**config.mk**
```make
export PLATFORM = sky130hd
export DESIGN_NAME = memory_arbiter_flat
export DESIGN_NICKNAME = d
export VERILOG_FILES = /design/src/rtl/memory_arbiter_pkg.sv /design/src/rtl/memory_arbiter_if.sv /design/src/rtl/memory_arbiter_rr_arbiter.sv /design/src/rtl/memory_arbiter.sv /design/src/flat_wrapper.sv
export SDC_FILE = /design/constraint.sdc
export NUM_CORES = 1
export LEC_CHECK = 0
export CORE_MARGIN = 5
export CORE_UTILIZATION = 23
export CTS_BUF_LIST = sky130_fd_sc_hd__clkbuf_4 sky130_fd_sc_hd__clkbuf_8
export CTS_CLUSTER_DIAMETER = 50
export DETAILED_ROUTE_END_ITERATION = 12
export GPL_TIMING_DRIVEN = 0
export PLACE_DENSITY = 0.66
export SKIP_LAST_GASP = 1
export SLEW_MARGIN = 40
export SYNTH_ARGS = -nofsm -noshare
export SYNTH_HDL_FRONTEND = slang
export SYNTH_SLANG_ARGS = --single-unit
```
**constraint.sdc**
```tcl
create_clock -name i_Clock -period 2.15 [get_ports i_Clock]
set_input_delay 0.5375 -clock i_Clock [delete_from_list [all_inputs] [get_ports i_Clock]]
set_output_delay 0.5375 -clock i_Clock [all_outputs]
set_load 0.05 [all_outputs]
```
**src/rtl/memory_arbiter_pkg.sv**
```systemverilog
// Shared types and constants for the two-port memory arbiter.
// Default word/address widths match the arbiter's parameter defaults.
package memory_arbiter_pkg;

  localparam int NUM_PORTS  = 2;
  localparam int MEM_ADDR_W = 10;
  localparam int MEM_DATA_W = 32;

  typedef logic [0:0] port_id_t;

  typedef struct packed {
    logic [MEM_ADDR_W-1:0] addr;
    logic                  we;
    logic [MEM_DATA_W-1:0] wdata;
  } mem_req_t;

endpackage

```
**src/rtl/memory_arbiter_if.sv**
```systemverilog
// Requester handshake, response and shared-memory signals of the arbiter.
// slave = arbiter side; master = requesters plus the RwMemory instance.
interface memory_arbiter_if
  import memory_arbiter_pkg::*;
#(
  parameter int DATA_WIDTH = 32,
  parameter int ADDR_WIDTH = 10
);

  logic [NUM_PORTS-1:0]                 i_ReqValid;
  logic [NUM_PORTS-1:0]                 o_ReqReady;
  logic [NUM_PORTS-1:0][ADDR_WIDTH-1:0] i_ReqAddr;
  logic [NUM_PORTS-1:0]                 i_ReqWrEnable;
  logic [NUM_PORTS-1:0][DATA_WIDTH-1:0] i_ReqWrData;
  logic [NUM_PORTS-1:0]                 o_RspValid;
  logic [DATA_WIDTH-1:0]                o_RspRdData;
  logic [ADDR_WIDTH-1:0]                o_MemAddr;
  logic                                 o_MemWrEnable;
  logic [DATA_WIDTH-1:0]                o_MemWrData;
  logic [DATA_WIDTH-1:0]                i_MemRdData;

  modport slave (
    input  i_ReqValid, i_ReqAddr, i_ReqWrEnable, i_ReqWrData, i_MemRdData,
    output o_ReqReady, o_RspValid, o_RspRdData, o_MemAddr, o_MemWrEnable, o_MemWrData
  );

  modport master (
    output i_ReqValid, i_ReqAddr, i_ReqWrEnable, i_ReqWrData, i_MemRdData,
    input  o_ReqReady, o_RspValid, o_RspRdData, o_MemAddr, o_MemWrEnable, o_MemWrData
  );

endinterface

```
**src/rtl/memory_arbiter_rr_arbiter.sv**
```systemverilog
// Two-way arbiter: valid vector in, one-hot grant out (combinational).
// MEMORY_ARBITER_ROUND_ROBIN_EN adds a last-grant register; otherwise port 0 wins every conflict.
module rr_arbiter
  import memory_arbiter_pkg::*;
(
`ifdef MEMORY_ARBITER_ROUND_ROBIN_EN
  input  logic                 i_Clock,
  input  logic                 i_Reset,
`endif
  input  logic [NUM_PORTS-1:0] req_vld,
  output logic [NUM_PORTS-1:0] gnt
);

`ifdef MEMORY_ARBITER_ROUND_ROBIN_EN
  // prio names the port that wins the next conflict, i.e. the one not granted last.
  port_id_t prio;

  always_comb begin
    gnt = req_vld;
    if (&req_vld) begin
      gnt = (prio == 1'b0) ? 2'b01 : 2'b10;
    end
  end

  always_ff @(posedge i_Clock or negedge i_Reset) begin
    if (!i_Reset) begin
      prio <= 1'b0;
    end else if (|gnt) begin
      prio <= ~gnt[1];
    end
  end
`else
  assign gnt = {req_vld[1] & ~req_vld[0], req_vld[0]};
`endif

endmodule

```
**src/rtl/memory_arbiter.sv**
```systemverilog
// Shares one single-port RwMemory between two requesters; one access per cycle, response at T+2.
// Build option MEMORY_ARBITER_ROUND_ROBIN_EN selects round-robin conflicts (default: port 0 priority).
module memory_arbiter
  import memory_arbiter_pkg::*;
#(
  parameter int DATA_WIDTH = 32,
  parameter int ADDR_WIDTH = 10
) (
  input  logic             i_Clock,
  input  logic             i_Reset,
  memory_arbiter_if.slave  bus
);

  typedef struct packed {
    logic                  valid;
    port_id_t              port;
    logic [ADDR_WIDTH-1:0] addr;
    logic                  we;
    logic [DATA_WIDTH-1:0] wdata;
  } stage_a_t;

  logic [NUM_PORTS-1:0]  gnt;
  port_id_t              win;
  stage_a_t              stage_a;
  logic [NUM_PORTS-1:0]  rsp_vld;
  logic [DATA_WIDTH-1:0] rsp_dat;

  rr_arbiter u_arb (
`ifdef MEMORY_ARBITER_ROUND_ROBIN_EN
    .i_Clock (i_Clock),
    .i_Reset (i_Reset),
`endif
    .req_vld (bus.i_ReqValid),
    .gnt     (gnt)
  );

  assign win = gnt[1];

  // Ready is held low during reset so no request is seen as accepted while the pipe is cleared.
  assign bus.o_ReqReady    = gnt & {NUM_PORTS{i_Reset}};
  assign bus.o_MemAddr     = stage_a.addr;
  assign bus.o_MemWrData   = stage_a.wdata;
  assign bus.o_MemWrEnable = stage_a.valid & stage_a.we;
  assign bus.o_RspValid    = rsp_vld;
  assign bus.o_RspRdData   = rsp_dat;

  always_ff @(posedge i_Clock or negedge i_Reset) begin
    if (!i_Reset) begin
      stage_a <= '0;
      rsp_vld <= '0;
      rsp_dat <= '0;
    end else begin
      stage_a.valid <= |gnt;
      stage_a.port  <= win;
      stage_a.addr  <= bus.i_ReqAddr[win];
      stage_a.we    <= bus.i_ReqWrEnable[win];
      stage_a.wdata <= bus.i_ReqWrData[win];
      rsp_vld       <= {NUM_PORTS{stage_a.valid}} & (NUM_PORTS'(1) << stage_a.port);
      // Writes are acknowledged with zero data.
      rsp_dat       <= (stage_a.valid && !stage_a.we) ? bus.i_MemRdData : '0;
    end
  end

endmodule

```
**src/flat_wrapper.sv**
```systemverilog
// flat-port wrapper written by rule: the top's interface ports become plain ports
module memory_arbiter_flat import memory_arbiter_pkg::*;
#(
  parameter int DATA_WIDTH = 32,
  parameter int ADDR_WIDTH = 10
)
  (i_Clock, i_Reset, bus_i_ReqValid, bus_i_ReqAddr, bus_i_ReqWrEnable, bus_i_ReqWrData, bus_i_MemRdData, bus_o_ReqReady, bus_o_RspValid, bus_o_RspRdData, bus_o_MemAddr, bus_o_MemWrEnable, bus_o_MemWrData);
  memory_arbiter_if #(.DATA_WIDTH(DATA_WIDTH), .ADDR_WIDTH(ADDR_WIDTH)) bus_i ();
  input  logic i_Clock;
  input  logic i_Reset;
  input wire logic [$bits(bus_i.i_ReqValid)-1:0] bus_i_ReqValid;
  input wire logic [$bits(bus_i.i_ReqAddr)-1:0] bus_i_ReqAddr;
  input wire logic [$bits(bus_i.i_ReqWrEnable)-1:0] bus_i_ReqWrEnable;
  input wire logic [$bits(bus_i.i_ReqWrData)-1:0] bus_i_ReqWrData;
  input wire logic [$bits(bus_i.i_MemRdData)-1:0] bus_i_MemRdData;
  output wire logic [$bits(bus_i.o_ReqReady)-1:0] bus_o_ReqReady;
  output wire logic [$bits(bus_i.o_RspValid)-1:0] bus_o_RspValid;
  output wire logic [$bits(bus_i.o_RspRdData)-1:0] bus_o_RspRdData;
  output wire logic [$bits(bus_i.o_MemAddr)-1:0] bus_o_MemAddr;
  output wire logic [$bits(bus_i.o_MemWrEnable)-1:0] bus_o_MemWrEnable;
  output wire logic [$bits(bus_i.o_MemWrData)-1:0] bus_o_MemWrData;
  assign bus_i.i_ReqValid = bus_i_ReqValid;
  assign bus_i.i_ReqAddr = bus_i_ReqAddr;
  assign bus_i.i_ReqWrEnable = bus_i_ReqWrEnable;
  assign bus_i.i_ReqWrData = bus_i_ReqWrData;
  assign bus_i.i_MemRdData = bus_i_MemRdData;
  assign bus_o_ReqReady = bus_i.o_ReqReady;
  assign bus_o_RspValid = bus_i.o_RspValid;
  assign bus_o_RspRdData = bus_i.o_RspRdData;
  assign bus_o_MemAddr = bus_i.o_MemAddr;
  assign bus_o_MemWrEnable = bus_i.o_MemWrEnable;
  assign bus_o_MemWrData = bus_i.o_MemWrData;
  memory_arbiter #(.DATA_WIDTH(DATA_WIDTH), .ADDR_WIDTH(ADDR_WIDTH)) u_core (.i_Clock(i_Clock), .i_Reset(i_Reset), .bus(bus_i));
endmodule
```
# Yosys cells after proc, flatten, opt, wreduce, memory -nomap -nowiden
# Index checks and enable logic that the tools add are counted.
[word_totals]
inputBits = 122
ff_bits = 79
wordCells = 24
output_inout_bits = 79
[op_classes]
n_mux = 7
shifts = 1
n_bitwise = 5
reduce_logical = 3
n_lt_le_gt_ge = 1
[op_table]
columns = ["cell", "n"]
rows = [
  ["32-bit two-way mux", 3],
  ["10-bit two-way mux", 2],
  ["2-bit AND", 2],
  ["1-bit AND", 2],
  ["1-bit by 2-bit less-than comparator with 1-bit output (second input constant)", 1],
  ["1-bit two-way mux", 2],
  ["2-bit OR reduction", 1],
  ["1-bit by 1-bit left shift with 2-bit output (first input constant)", 1],
  ["1-bit logical AND", 1],
  ["1-bit logical NOT", 1],
  ["1-bit NOT", 1],
]

# Longest topological paths before layout
# Gate-level depths: netlist (run 1).
[logic_depth]
ltp_word = 4
ltp_mapped = 5

# Modules after synthesis
# Synthesis (run 1) repeated with hierarchy kept, for this count alone.
[hier_totals]
cells_unflattened = 215
hier_area_um2 = 3372.0
[by_module_without_submodules]
columns = ["module", "area_per_inst_um2", "instances", "cells_each"]
rows = [
  ["memory_arbiter", 3350.7, 1, 213],
  ["rr_arbiter", 21.3, 1, 2],
]

# Worst setup path before layout (run 1)
# No wires, ideal clock.
[synth_path]
kind = "input port to output port"
from = "input port bus_i_ReqValid[0]"
to = "output port bus_o_ReqReady[1]"
cell_stages = 5
path_buffers = 2
t_required_ns = 1.612
setup_slack_ns = 0.196
arrival_time_ns = 1.417
path_cell_list = "nand2b_4 > buf_6 > buf_12 > inv_1 > and2_1"
[synth_between]
elab_chain_len = 3
[synth_rtl]
columns = ["element", "line_no", "source"]
rows = [
  ["from (decl)", "flat_wrapper.sv:11", "input wire logic [$bits(bus_i.i_ReqValid)-1:0] bus_i_ReqValid;"],
  ["1-bit NOT", "memory_arbiter_rr_arbiter.sv:33", "assign gnt = {req_vld[1] & ~req_vld[0], req_vld[0]};"],
  ["1-bit AND", "memory_arbiter_rr_arbiter.sv:33", ""],
  ["via u_core.gnt[1]", "memory_arbiter.sv:22", "logic [NUM_PORTS-1:0] gnt;"],
  ["2-bit AND", "memory_arbiter.sv:40", "assign bus.o_ReqReady = gnt & {NUM_PORTS{i_Reset}};"],
  ["to (decl)", "flat_wrapper.sv:16", "output wire logic [$bits(bus_i.o_ReqReady)-1:0] bus_o_ReqReady;"],
]
# The timed path passes the listed nets, and every way through them passes these cells.

# Worst setup path in the final report (run 1)
[layout_path]
from = "register u_core.stage_a, in the netlist u_core.bus.o_MemWrData[23]"
to = "output port bus_o_MemWrData[23]"
[layout_lines]
columns = ["element", "line_no", "source"]
rows = [
  ["from (decl)", "memory_arbiter.sv:24", "stage_a_t stage_a;"],
  ["to (decl)", "flat_wrapper.sv:21", "output wire logic [$bits(bus_i.o_MemWrData)-1:0] bus_o_MemWrData;"],
]
# No word-level cell between the ends.

==> flow_summary.json, run 1 <==
{
  "yosys_warnings": 0,
  "setup_viol": 0,
  "routedWlPerCell_um": 13.83,
  "ant_nets": 0,
  "avgViaCountPerCell": 3.666,
  "fin_util": 0.4109,
  "synthXorXnorAreaFrac": 0,
  "finalPower_mw": 3.788,
  "fillers": 1343,
  "drv_slew": 0,
  "powerDensity_nw_per_um2": 661.7,
  "cts_buffer_depth": 2,
  "final-instance-count-excl-fill": 608,
  "final_cell_area_um2": 5725,
  "syn_inst": 213,
  "drt_iter0_markers": 35,
  "nets": 547,
  "max_slew_margin": 0.6029,
  "synth_top_family_by_area": "multiplexers",
  "rows": 43,
  "ys_seq_elements": 79,
  "synth_fa_ha_area_frac": 0,
  "holdBufCountCts": 0,
  "core_um2": 13930,
  "drt-pass1-iter-count": 3,
  "power_leakage_nw": 2.749,
  "grt-ovfl-total": 0,
  "dieArea_um2": 16790,
  "synth_top_area_frac": 0.6012,
  "dp_worst_setup_slack_ns": -0.8213,
  "numCtsBuffers": 9,
  "maxCapViolations": 0,
  "synth_top_cell_by_area": "dfrtp_1",
  "grt_max_degree": 47,
  "period_needed_ns": 2.096,
  "worst-setup-path-type": "register to output pin",
  "finalHoldViolations": 0,
  "worstSetupStartpoint": "u_core.bus.o_MemWrData[23]$_DFF_PN0_",
  "grt_pass1_wl_um": 12650,
  "cp-end-kind": "output pin",
  "path_clk_slew_ns": 0.08,
  "antenna_found_initial": 0,
  "dp.cells": 594,
  "grt.total_usage": 0.1001,
  "n_antenna_cell": 0,
  "die_w_um": 129.6,
  "r2r_start": "u_core.stage_a[32]$_DFF_PN0_",
  "io_pins": 201,
  "status": "complete, no violations",
  "post-route-period-util": 0.9748,
  "cts.htree.levels": 3,
  "synthMuxAreaShare": 0.1918,
  "irDropWorstVdd_mv": 0.2428,
  "num_vias": 2229,
  "drive_gt1_frac": 0.2570,
  "io_buffer_count": 200,
  "ys_seq_area_frac": 0.6012,
  "synth_area_um2": 3288,
  "finalHoldWorstSlack_ns": 0.07552,
  "synth_compound_area_frac": 0,
  "yosys-top-cells-area": "dfrtp_1 (60%), mux2_4 (18%), buf_4 (9.6%)",
  "grt_pass1_vias": 2495,
  "syn_avg_cell_area_um2": 15.44,
  "hold_path_class": "primary input to asynchronous set/reset pin",
  "cts_tree": "yes",
  "cts.sinks": 79,
  "setup_ws_ns": 0.05415,
  "drt_wl_total_um": 8409,
  "area_delta_synth_final_pct": 74.12,
  "max_freq_mhz": 477.1,
  "die_y_um": 129.6,
  "crit_fanout": 1,
  "arrival_ns": 1.56,
  "clk_latency_ns": 0.34,
  "finClkSkew_ns": 0.006471,
  "start_util": 0.2360,
  "root_buffer": "clkbuf_8",
  "synthSimpleGateAreaFrac": 0.07877,
  "startpoint_type": "register",
  "drc": 0,
  "place_area_um2": 5544,
  "hpwl_um": 6953,
  "tightest_slew_ns": 0.5938,
  "syn_nets": 335,
  "gp_congestion": 0.7586,
  "ys_types": 13,
  "tns_ns": 0,
  "cp.required_ns": 1.61
}
==> cells in the mapped netlist <==
library cell,number
buf_12,4
and2b_1,1
buf_6,1
nor2b_1,1
nand2b_4,1
or2_2,1
buf_4,42
inv_1,1
clkbuf_1,3
mux2_4,39
dfrtp_1,79
and2_1,36
mux2_2,4
==> final timing paths <==
path                                                              to  slack (ns)  depth (start not counted)
worst min-delay path            u_core.bus.o_RspRdData[29]$_DFF_PN0_        0.08                          1
min in group i_Clock              u_core.bus.o_RspValid[0]$_DFF_PN0_        0.42                          1
max in group asynchronous       u_core.bus.o_MemWrData[25]$_DFF_PN0_        1.55                          2
worst max-delay path                             bus_o_MemWrData[23]        0.05                          2
worst max register to register  u_core.bus.o_RspRdData[11]$_DFF_PN0_        0.85                          3
worst min register to register    u_core.bus.o_RspValid[0]$_DFF_PN0_        0.42                          1
==> cell families after synthesis <==
logic type,after synthesis
flip-flops,79
multiplexers,43
buffers and inverters,51
AND/OR/NAND/NOR,40
==> repair_timing <==
action,in CTS,in global routing
resized for setup,41,13
setup endpoints to repair,32,11
setup buffers,1,0
==> layout by cell type, fill, tap and decap left out, drive strengths merged <==
cell and count:
buf 50, and2b 1, nor2b 1, clkbuf 16, and2 36, clkdlybuf4s15 1
nand2b 1, dlymetal6s2s 12, or2 1, clkdlybuf4s50 155, dlygate4sd2 30, dfrtp 79
inv 1, mux2 43, bufinv 1
==> critical path, cell delays in order, from the launching register on <==
cell             delay [ns]
dfrtp_1                0.33
buf_4                  0.09
clkdlybuf4s50_1        0.79
==> per-layer routing <==
layer  vias up  part of all wire  wire (um)  global-route usage
met5         -                 0          0                   0
met4         0             0.016        136             0.04768
met3         9              0.12       1026             0.04905
met2       127              0.50       4171              0.1671
met1      1034              0.37       3074              0.1060
li1       1059                 -          -                   -
==> final cells by class <==
type | instances | area (um2) | share of cell area
timing repair buffer | 202 | 2033 | 0.3551
inverter | 1 | 3.754 | 0.0006556
sequential | 79 | 1977 | 0.3453
clock buffer | 13 | 160.2 | 0.02797
clock inverter | 1 | 30.03 | 0.005245
buffer | 49 | 406.6 | 0.07102
multi-input combinational | 83 | 889.6 | 0.1554
tap | 180 | 225.2 | 0.03934
==> sequential cells by signal, indices dropped and copies added (netlist names) <==
| register | flops |
|---|---|
| u_core.bus.o_MemAddr | 10 |
| u_core.bus.o_MemWrData | 32 |
| u_core.bus.o_RspValid | 2 |
| u_core.stage_a | 3 |
| u_core.bus.o_RspRdData | 32 |
==> power breakdown <==
group / leakage [nW] / switching [mW] / internal, mW
sequential: 0.970 / 0.0283 / 1.59
combinational: 1.68 / 0.562 / 0.531
clock: 0.0998 / 0.485 / 0.596
total: 2.75 / 1.08 / 2.71
Note: power is estimated with default switching activity, not from simulation.
==> run 2: changes to the inputs <==
- TNS_END_PERCENT: not set -> 100
==> results of run 2 <==
Final layout, timing and power as in run 1 (identical DEF).
